`src/rtl/fetch_queue_if.sv`:
```
// Fetch queue bus: program-memory read port plus the decode-side handshake.
// master is the fetch engine, slave is the surrounding memory/decode logic.
interface fetch_queue_if #(
  parameter int unsigned ADDR_W = 8,
  parameter int unsigned DATA_W = 8,
  parameter int unsigned DEPTH  = 4
);
  localparam int unsigned CNT_W = $clog2(DEPTH) + 1;

  logic              fetch_en;
  logic [ADDR_W-1:0] mem_addr;
  logic              mem_rd_en;
  logic [DATA_W-1:0] mem_data;
  logic              inst_valid;
  logic [DATA_W-1:0] inst_data;
  logic [ADDR_W-1:0] inst_pc;
  logic              inst_ready;
  logic              redirect;
  logic [ADDR_W-1:0] redirect_pc;
  logic [CNT_W-1:0]  queue_count;

  modport master (
    input  fetch_en, mem_data, inst_ready, redirect, redirect_pc,
    output mem_addr, mem_rd_en, inst_valid, inst_data, inst_pc, queue_count
  );

  modport slave (
    output fetch_en, mem_data, inst_ready, redirect, redirect_pc,
    input  mem_addr, mem_rd_en, inst_valid, inst_data, inst_pc, queue_count
  );
endinterface

```
`src/rtl/fetch_queue.sv`:
```
// Prefetching instruction fetch engine. Issues sequential reads to a 1-cycle
// synchronous program memory, buffers returned words with their PC in a
// DEPTH-entry FIFO and hands them to decode over valid/ready. A redirect
// flushes the queue and drops the in-flight response.
module fetch_queue #(
  parameter int unsigned          ADDR_W   = 8,
  parameter int unsigned          DATA_W   = 8,
  parameter int unsigned          DEPTH    = 4,
  parameter logic [ADDR_W-1:0]    RESET_PC = '0
) (
  input  logic          clk,
  input  logic          rst,
  fetch_queue_if.master bus
);
  localparam int unsigned PTR_W = $clog2(DEPTH);
  localparam int unsigned CNT_W = $clog2(DEPTH) + 1;

  if (DEPTH < 2 || (DEPTH & (DEPTH - 1)) != 0) begin : g_depth_check
    $error("fetch_queue: DEPTH must be a power of two, at least 2");
  end

  logic [ADDR_W-1:0] fetch_pc_q;
  logic [ADDR_W-1:0] req_pc_q;
  logic              inflight_q;
  logic [PTR_W-1:0]  rd_ptr_q;
  logic [PTR_W-1:0]  wr_ptr_q;
  logic [CNT_W-1:0]  count_q;
  logic [DATA_W-1:0] data_q [DEPTH];
  logic [ADDR_W-1:0] pc_q   [DEPTH];

  logic [CNT_W-1:0]  occupancy;
  logic              valid;
  logic              issue;
  logic              push;
  logic              pop;

  // Issue credit counts queued plus in-flight entries and deliberately ignores
  // a same-cycle pop, so a push can never find the queue full.
  always_comb begin
    occupancy = count_q + CNT_W'(inflight_q);
    valid     = (count_q != '0);
    issue     = bus.fetch_en & ~rst & ~bus.redirect & (occupancy < CNT_W'(DEPTH));
    push      = inflight_q & ~bus.redirect & ~rst;
    pop       = valid & bus.inst_ready & ~bus.redirect & ~rst;
  end

  assign bus.mem_rd_en   = issue;
  assign bus.mem_addr    = fetch_pc_q;
  assign bus.inst_valid  = valid;
  assign bus.inst_data   = valid ? data_q[rd_ptr_q] : '0;
  assign bus.inst_pc     = valid ? pc_q[rd_ptr_q] : '0;
  assign bus.queue_count = count_q;

  // Fetch PC, in-flight tracking and queue pointers; reset beats redirect.
  always_ff @(posedge clk) begin
    if (rst) begin
      fetch_pc_q <= RESET_PC;
      req_pc_q   <= '0;
      inflight_q <= 1'b0;
      rd_ptr_q   <= '0;
      wr_ptr_q   <= '0;
      count_q    <= '0;
    end else if (bus.redirect) begin
      fetch_pc_q <= bus.redirect_pc;
      inflight_q <= 1'b0;
      rd_ptr_q   <= '0;
      wr_ptr_q   <= '0;
      count_q    <= '0;
    end else begin
      if (issue) begin
        fetch_pc_q <= fetch_pc_q + ADDR_W'(1);
        req_pc_q   <= fetch_pc_q;
      end
      inflight_q <= issue;
      if (push) wr_ptr_q <= wr_ptr_q + PTR_W'(1);
      if (pop)  rd_ptr_q <= rd_ptr_q + PTR_W'(1);
      case ({push, pop})
        2'b10:   count_q <= count_q + CNT_W'(1);
        2'b01:   count_q <= count_q - CNT_W'(1);
        default: count_q <= count_q;
      endcase
    end
  end

  // Queue storage needs no reset: entries are only read while counted valid.
  always_ff @(posedge clk) begin
    if (push) begin
      data_q[wr_ptr_q] <= bus.mem_data;
      pc_q[wr_ptr_q]   <= req_pc_q;
    end
  end

  a_no_overflow: assert property (@(posedge clk) disable iff (rst)
    !(push && !pop && count_q == CNT_W'(DEPTH)));

endmodule
```
`src/flat_wrapper.sv`:
```
// flat-port wrapper written by rule: the top's interface ports become plain ports
module fetch_queue_flat 
#(
  parameter int unsigned          ADDR_W   = 8,
  parameter int unsigned          DATA_W   = 8,
  parameter int unsigned          DEPTH    = 4,
  parameter logic [ADDR_W-1:0]    RESET_PC = '0
)
  (clk, rst, bus_fetch_en, bus_mem_data, bus_inst_ready, bus_redirect, bus_redirect_pc, bus_mem_addr, bus_mem_rd_en, bus_inst_valid, bus_inst_data, bus_inst_pc, bus_queue_count);
  fetch_queue_if #(.ADDR_W(ADDR_W), .DATA_W(DATA_W), .DEPTH(DEPTH)) bus_i ();
  input  logic clk;
  input  logic rst;
  input wire logic [$bits(bus_i.fetch_en)-1:0] bus_fetch_en;
  input wire logic [$bits(bus_i.mem_data)-1:0] bus_mem_data;
  input wire logic [$bits(bus_i.inst_ready)-1:0] bus_inst_ready;
  input wire logic [$bits(bus_i.redirect)-1:0] bus_redirect;
  input wire logic [$bits(bus_i.redirect_pc)-1:0] bus_redirect_pc;
  output wire logic [$bits(bus_i.mem_addr)-1:0] bus_mem_addr;
  output wire logic [$bits(bus_i.mem_rd_en)-1:0] bus_mem_rd_en;
  output wire logic [$bits(bus_i.inst_valid)-1:0] bus_inst_valid;
  output wire logic [$bits(bus_i.inst_data)-1:0] bus_inst_data;
  output wire logic [$bits(bus_i.inst_pc)-1:0] bus_inst_pc;
  output wire logic [$bits(bus_i.queue_count)-1:0] bus_queue_count;
  assign bus_i.fetch_en = bus_fetch_en;
  assign bus_i.mem_data = bus_mem_data;
  assign bus_i.inst_ready = bus_inst_ready;
  assign bus_i.redirect = bus_redirect;
  assign bus_i.redirect_pc = bus_redirect_pc;
  assign bus_mem_addr = bus_i.mem_addr;
  assign bus_mem_rd_en = bus_i.mem_rd_en;
  assign bus_inst_valid = bus_i.inst_valid;
  assign bus_inst_data = bus_i.inst_data;
  assign bus_inst_pc = bus_i.inst_pc;
  assign bus_queue_count = bus_i.queue_count;
  fetch_queue #(.ADDR_W(ADDR_W), .DATA_W(DATA_W), .DEPTH(DEPTH), .RESET_PC(RESET_PC)) u_core (.clk(clk), .rst(rst), .bus(bus_i));
endmodule
```
`config.mk`:
```
export PLATFORM = sky130hd
export DESIGN_NAME = fetch_queue_flat
export DESIGN_NICKNAME = d
export VERILOG_FILES = /design/src/rtl/fetch_queue_if.sv /design/src/rtl/fetch_queue.sv /design/src/flat_wrapper.sv
export SDC_FILE = /design/constraint.sdc
export NUM_CORES = 1
export LEC_CHECK = 0
export ABC_CLOCK_PERIOD_IN_PS = 3100
export CAP_MARGIN = 40
export CORE_MARGIN = 2
export CORE_UTILIZATION = 54
export CTS_CLUSTER_DIAMETER = 120
export DETAILED_ROUTE_END_ITERATION = 7
export PLACE_DENSITY = 0.83
export SLEW_MARGIN = 20
export SYNTH_ARGS = -nofsm -noshare
export SYNTH_HDL_FRONTEND = slang
export SYNTH_SLANG_ARGS = --single-unit
```
`constraint.sdc`:
```
create_clock -name clk -period 3.1 [get_ports clk]
set_clock_uncertainty 0.1 [all_clocks]
set_input_delay 0.465 -clock clk [delete_from_list [all_inputs] [get_ports clk]]
set_output_delay 0.465 -clock clk [all_outputs]
set_load 0.05 [all_outputs]
```
Word-level counts from Yosys, hierarchy flattened
Memory sizes are Yosys's and may differ from the RTL's. A register that Yosys moved wholly into a read port is not among the register bits.
Index checks and enable logic that the tools add are counted.
{"block": "op_classes", "add_sub_neg": 6, "magnitude_cmp": 1, "n_eq_ne": 2, "mux": 11, "bitwise": 10, "n_reduce_logical": 5}
{"op": "8-bit 2-to-1 mux", "count": 4}
{"op": "8-bit by 1-bit adder with 8-bit output, second input constant", "count": 1}
{"op": "1-bit bitwise AND", "count": 8}
{"op": "2-bit 2-to-1 mux", "count": 4}
{"op": "3-bit one-hot mux with 2 select lines", "count": 1}
{"op": "2-bit by 1-bit adder with 2-bit output, second input constant", "count": 2}
{"op": "2-bit nonzero test", "count": 2}
{"op": "3-bit by 1-bit adder with 3-bit output", "count": 1}
{"op": "3-bit by 1-bit adder with 3-bit output, second input constant", "count": 1}
{"op": "3-bit less-than comparator, second input constant", "count": 1}
{"op": "3-bit nonzero test", "count": 1}
{"op": "3-bit by 1-bit subtractor with 3-bit output, second input constant", "count": 1}
{"op": "2-bit by 1-bit equality test with 1-bit output, second input constant", "count": 1}
{"op": "2-bit equality test, second input constant", "count": 1}
{"op": "1-bit 2-to-1 mux", "count": 2}
{"op": "1-bit inverter", "count": 2}
{"op": "2-bit AND reduction", "count": 1}
{"op": "2-bit OR reduction", "count": 1}
{"block": "totals", "register_bits": 24, "ramBits": 64, "input_bits": 21, "out_inout_bits": 29, "word_cells": 43, "n_memories": 2}
{"name": "u_core.data_q", "depth": 4, "width": 8, "read_ports": 1, "rd_ports_with_merged_regs": 1, "write_ports": 1, "line_no": "fetch_queue.sv:28", "source": "logic [DATA_W-1:0] data_q [DEPTH];"}
{"name": "u_core.pc_q", "depth": 4, "width": 8, "read_ports": 1, "rd_ports_with_merged_regs": 1, "write_ports": 1, "line_no": "fetch_queue.sv:29", "source": "logic [ADDR_W-1:0] pc_q [DEPTH];"}

Longest topological paths before layout
Gate-level depths: netlist of run 1.
{"block": "depth", "depth_word": 6, "ltp_mapped": 10, "mapped_depth_nobuf": 9}

Worst setup path after synthesis of run 1
OpenSTA, ideal clock, no wires.
{"block": "synth_path", "path_kind": "flip-flop to output port", "start": "register u_core.count_q[0], in the netlist u_core.bus.queue_count[0]", "end": "output port bus_mem_rd_en", "arrival_time_ps": 2303, "path_slack_ps": 232, "path_stages_with_launch": 5, "path_buffers": 1, "path_cell_list": "dfxtp_1 -> and3_4 -> xor2_1 -> buf_2 -> nor3_1"}
{"block": "synth_via", "elab_chain_len": 3}
{"item": "start, declared", "line_no": "fetch_queue.sv:27", "source": "logic [CNT_W-1:0] count_q;"}
{"item": "start signal, assigned", "line_no": "fetch_queue.sv:78", "source": "2'b10: count_q <= count_q + CNT_W'(1);"}
{"item": "start signal, assigned", "line_no": "fetch_queue.sv:79", "source": "2'b01: count_q <= count_q - CNT_W'(1);"}
{"item": "start signal, assigned", "line_no": "fetch_queue.sv:80", "source": "default: count_q <= count_q;"}
{"item": "3-bit by 1-bit adder with 3-bit output", "line_no": "fetch_queue.sv:40", "source": "occupancy = count_q + CNT_W'(inflight_q);"}
{"item": "3-bit less-than comparator", "line_no": "fetch_queue.sv:42", "source": "issue = bus.fetch_en & ~rst & ~bus.redirect & (occupancy < CNT_W'(DEPTH));"}
{"item": "1-bit bitwise AND", "line_no": "fetch_queue.sv:42"}
{"item": "end, declared", "line_no": "flat_wrapper.sv:19", "source": "output wire logic [$bits(bus_i.mem_rd_en)-1:0] bus_mem_rd_en;"}
Every way passes these cells.

Final worst setup path of run 1
{"block": "layout_path", "start": "register u_core.count_q[2], in the netlist u_core.bus.queue_count[2]", "end": "output port bus_inst_valid"}
{"block": "layout_via", "elab_chain_len": 1}
{"item": "3-bit nonzero test", "line_no": "fetch_queue.sv:41", "source": "valid = (count_q != '0);"}
{"item": "end, declared", "line_no": "flat_wrapper.sv:20", "source": "output wire logic [$bits(bus_i.inst_valid)-1:0] bus_inst_valid;"}
Every way passes these cells.

==> flow_summary.yaml, run 1 <==
clocking:
  holdBufCountCts: 0
  cts_sinks: 90
  clk_latency_ns: 0.35
  postCtsSetupBuffers: 0
  clk_pin_slew_ns: 0.08
  htreeDepth: 3
  clockBufferDepth: 2
  cts_tree: "done"
  cts_root_buf: "clkbuf_8"
  cts_buffers: 9
  cts_resized: 0
timing:
  fin_crit_sh_pct: 85.8
  period_minus_slack_ns: 2.66
  rsz0062_at_grt: "no"
  fin_ws_ns: 0.442
  totalNegativeSetupSlack_ns: 0
  slew_violations: 0
  setup_viol: 0
  tightest_slew_ns: 0.558
  relSlewSlack_pct: 62.6
  finalHoldViolations: 0
  fmax_ghz: 0.376
synthesis:
  ys.flop_type: "edfxtp_1"
  yosys.area.top_type: "edfxtp_1"
  synth_enable_flop_cells: 64
  syn_area_um2: 3730
  yosys.area.top_type_share_pct: 51.5
  synth.top_cells.by_area: "edfxtp_1 51%, dfxtp_1 14%, mux4_2 9.6%"
  synthesis.nets: 290
  synthXorXnorAreaFrac_pct: 1.84
  synth.distinct_cells: 36
  async_flop_share_pct: 0
  ys_seq_elements: 90
  yosys.area_share.simple_pct: 10.1
  post_synth_inst_count: 262
  synthAdderAreaFrac_pct: 2.55
  synth_compound_area_share_pct: 6.53
  avgSynthCellArea_um2: 14.3
  ys_seq_area_share_pct: 65.4
  muxShareOfSynthArea_pct: 9.92
  synth_top_family_by_area: "simple AND/OR/NAND/NOR gates"
  ys_warn_count: 0
setup_path:
  crit_fanout: 17
  cp-endpoint: "bus_inst_valid"
  r2r_setup_slack_ns: 0.81
  worst_ep_arrival_time_ns: 2.09
  cp-startpoint: "u_core.bus.queue_count[2]$_SDFFE_PP0P_"
  path_class: "flop to output port"
  r2r_end: "u_core.bus.queue_count[2]$_SDFFE_PP0P_"
  end_kind: "output port"
  crit_required_ns: 2.53
  rr_startpoint: "u_core.bus.queue_count[2]$_SDFFE_PP0P_"
  ff2ff_path_depth: 9
  start_kind: "flop"
floorplan:
  rows: 30
  start_util_pct: 55.3
  core_um2: 6760
  die_h_um: 87.2
  die_area_um2: 7600
  die_x_um: 87.2
  io_pins: 50
global_routing:
  grt_pass1_vias: 2251
  antenna_found_initial: 0
  grt.total_usage_pct: 18.8
  grt_pass1_wl_mm: 10.8
  grt_util_met1_pct: 24.1
  busiest_layer: "met2"
  grt_max_degree: 21
  use_met3_pct: 4.74
  grt_overflow: 0
  grt_use_met2_pct: 31.0
outcome:
  outcome: "complete, no violations"
place:
  numPortBuffers: 49
  pre_cts_ws_ns: 0.424
  place_congestion: 0.848
  place_hpwl_mm: 4.36
final_layout:
  fillers: 497
  drive_gt1_share_pct: 19.3
  antenna_cells: 0
  nets: 345
  area_delta_synth_final_pct: 20.9
  final_util_pct: 66.8
route:
  routed_wl_mm: 6.51
  remaining_drc_errors: 0
  avgViaCountPerCell: 5.55
  drt_iter0_drc: 143
  dr.pass1.iters: 4
  antenna_left: 0
  post_drt_wl_per_cell_um: 16.2
  vias: 2231
hold_path:
  hp-class: "flop to flop"
pwr:
  p_leak_nw: 1.57
  vdd_ir_drop_max_mv: 0.328
  powerDensity_nw_per_um2: 516
  fin_total_pwr_w: 0.00233
flow_run:
  drv_cap: 0
## through the flow
step                      area [µm²]  hold slack [ns]  std cells
after detailed placement        4290            0.385        386
after floorplan                 3730            0.354        262
final                           4520            0.403        402
after global placement          4290            0.375        386
after global routing            4520            0.430        402
after CTS                       4520            0.403        402
## Yosys cell counts (2+ instances only)
library cell  number
edfxtp_1          64
dfxtp_1           26
a21oi_1           17
and2_1            17
mux4_2            16
inv_1             14
nor2_1            14
o21ai_0           11
nand3_1           10
clkbuf_1           8
nand2_1            7
o31a_1             7
and3_1             6
ha_1               6
xor2_1             5
nor3_1             4
nand4_1            3
nor4_1             3
a31oi_1            2
buf_2              2
buf_4              2
buf_6              2
o21a_1             2
or3_1              2
## final cells by class
cell class / instances / area (µm²) / share of cell area [%]
clock buffer: 9 / 124 / 2.74
clock inverter: 7 / 100 / 2.22
inverter: 14 / 52.6 / 1.16
multi-input combinational: 142 / 1150 / 25.5
sequential: 90 / 2440 / 54.1
tap: 80 / 100 / 2.22
timing repair buffer: 60 / 543 / 12.0
## report_power, final
group / switching [W] / internal [W]
Sequential: 0.0000188 / 0.00130
Combinational: 0.0000785 / 0.0000618
Clock: 0.000410 / 0.000462
Total: 0.000508 / 0.00182
## worst min-delay path by stage
stage	startpoint	end	slack [ns]	cells after the start
floorplan	u_core.req_pc_q[0]$_SDFFE_PP0P_	u_core.pc_q[0][0]$_DFFE_PP_	0.35	0
global placement	u_core.req_pc_q[6]$_SDFFE_PP0P_	u_core.pc_q[3][6]$_DFFE_PP_	0.37	0
detailed placement	u_core.req_pc_q[6]$_SDFFE_PP0P_	u_core.pc_q[1][6]$_DFFE_PP_	0.38	0
CTS	u_core.req_pc_q[6]$_SDFFE_PP0P_	u_core.pc_q[1][6]$_DFFE_PP_	0.40	0
global route	u_core.req_pc_q[6]$_SDFFE_PP0P_	u_core.pc_q[3][6]$_DFFE_PP_	0.43	0
finish	u_core.req_pc_q[5]$_SDFFE_PP0P_	u_core.pc_q[1][5]$_DFFE_PP_	0.40	0
## layout by cell type, fill, tap and decap left out, types with 10 or more instances in the layout
cell type and count:
a21oi_1 17, and2_1 17, buf_4 27, clkdlybuf4s50_1 32
dfxtp_1 26, edfxtp_1 64, inv_1 14, mux4_2 16
nand3_1 10, nor2_1 14, o21ai_0 11
## worst max-delay path, stage by stage (launching register included)
cell and delay [ns]:
dfxtp_1 0.39, or3_1 0.43, buf_4 0.22, clkdlybuf4s50_1 0.71
## flip-flops by register name (all words and copies together), names as in the netlist, named ones only
register,count
u_core.data_q,32
u_core.pc_q,32
u_core.bus.mem_addr,8
u_core.req_pc_q,8
u_core.bus.queue_count,3
u_core.rd_ptr_q,2
u_core.wr_ptr_q,2
u_core.inflight_q,1
## per-layer routing
| metal | share of wire, % | wire length (µm) |
|---|---|---|
| met3 | 5.2 | 341 |
| met2 | 49 | 3210 |
| met1 | 44 | 2900 |
| met4 | 1.0 | 65 |
| met5 | 0 | 0 |
## kinds of logic (layout without fill, tap and decap cells)
logic type | Yosys count | count (layout)
compound gates | 41 | 41
fa+ha+maj | 7 | 7
buf+inv | 30 | 90
simple gates | 70 | 70
flops | 90 | 90
xor+xnor | 7 | 7
mux | 17 | 17
(Power assumes the default switching activity.)
==> run 2, diff against run 1 <==
HOLD_SLACK_MARGIN = 0.03   (was not set)
==> results of run 2 <==
Same layout as run 1: the final DEF is identical, and so are final timing and power.
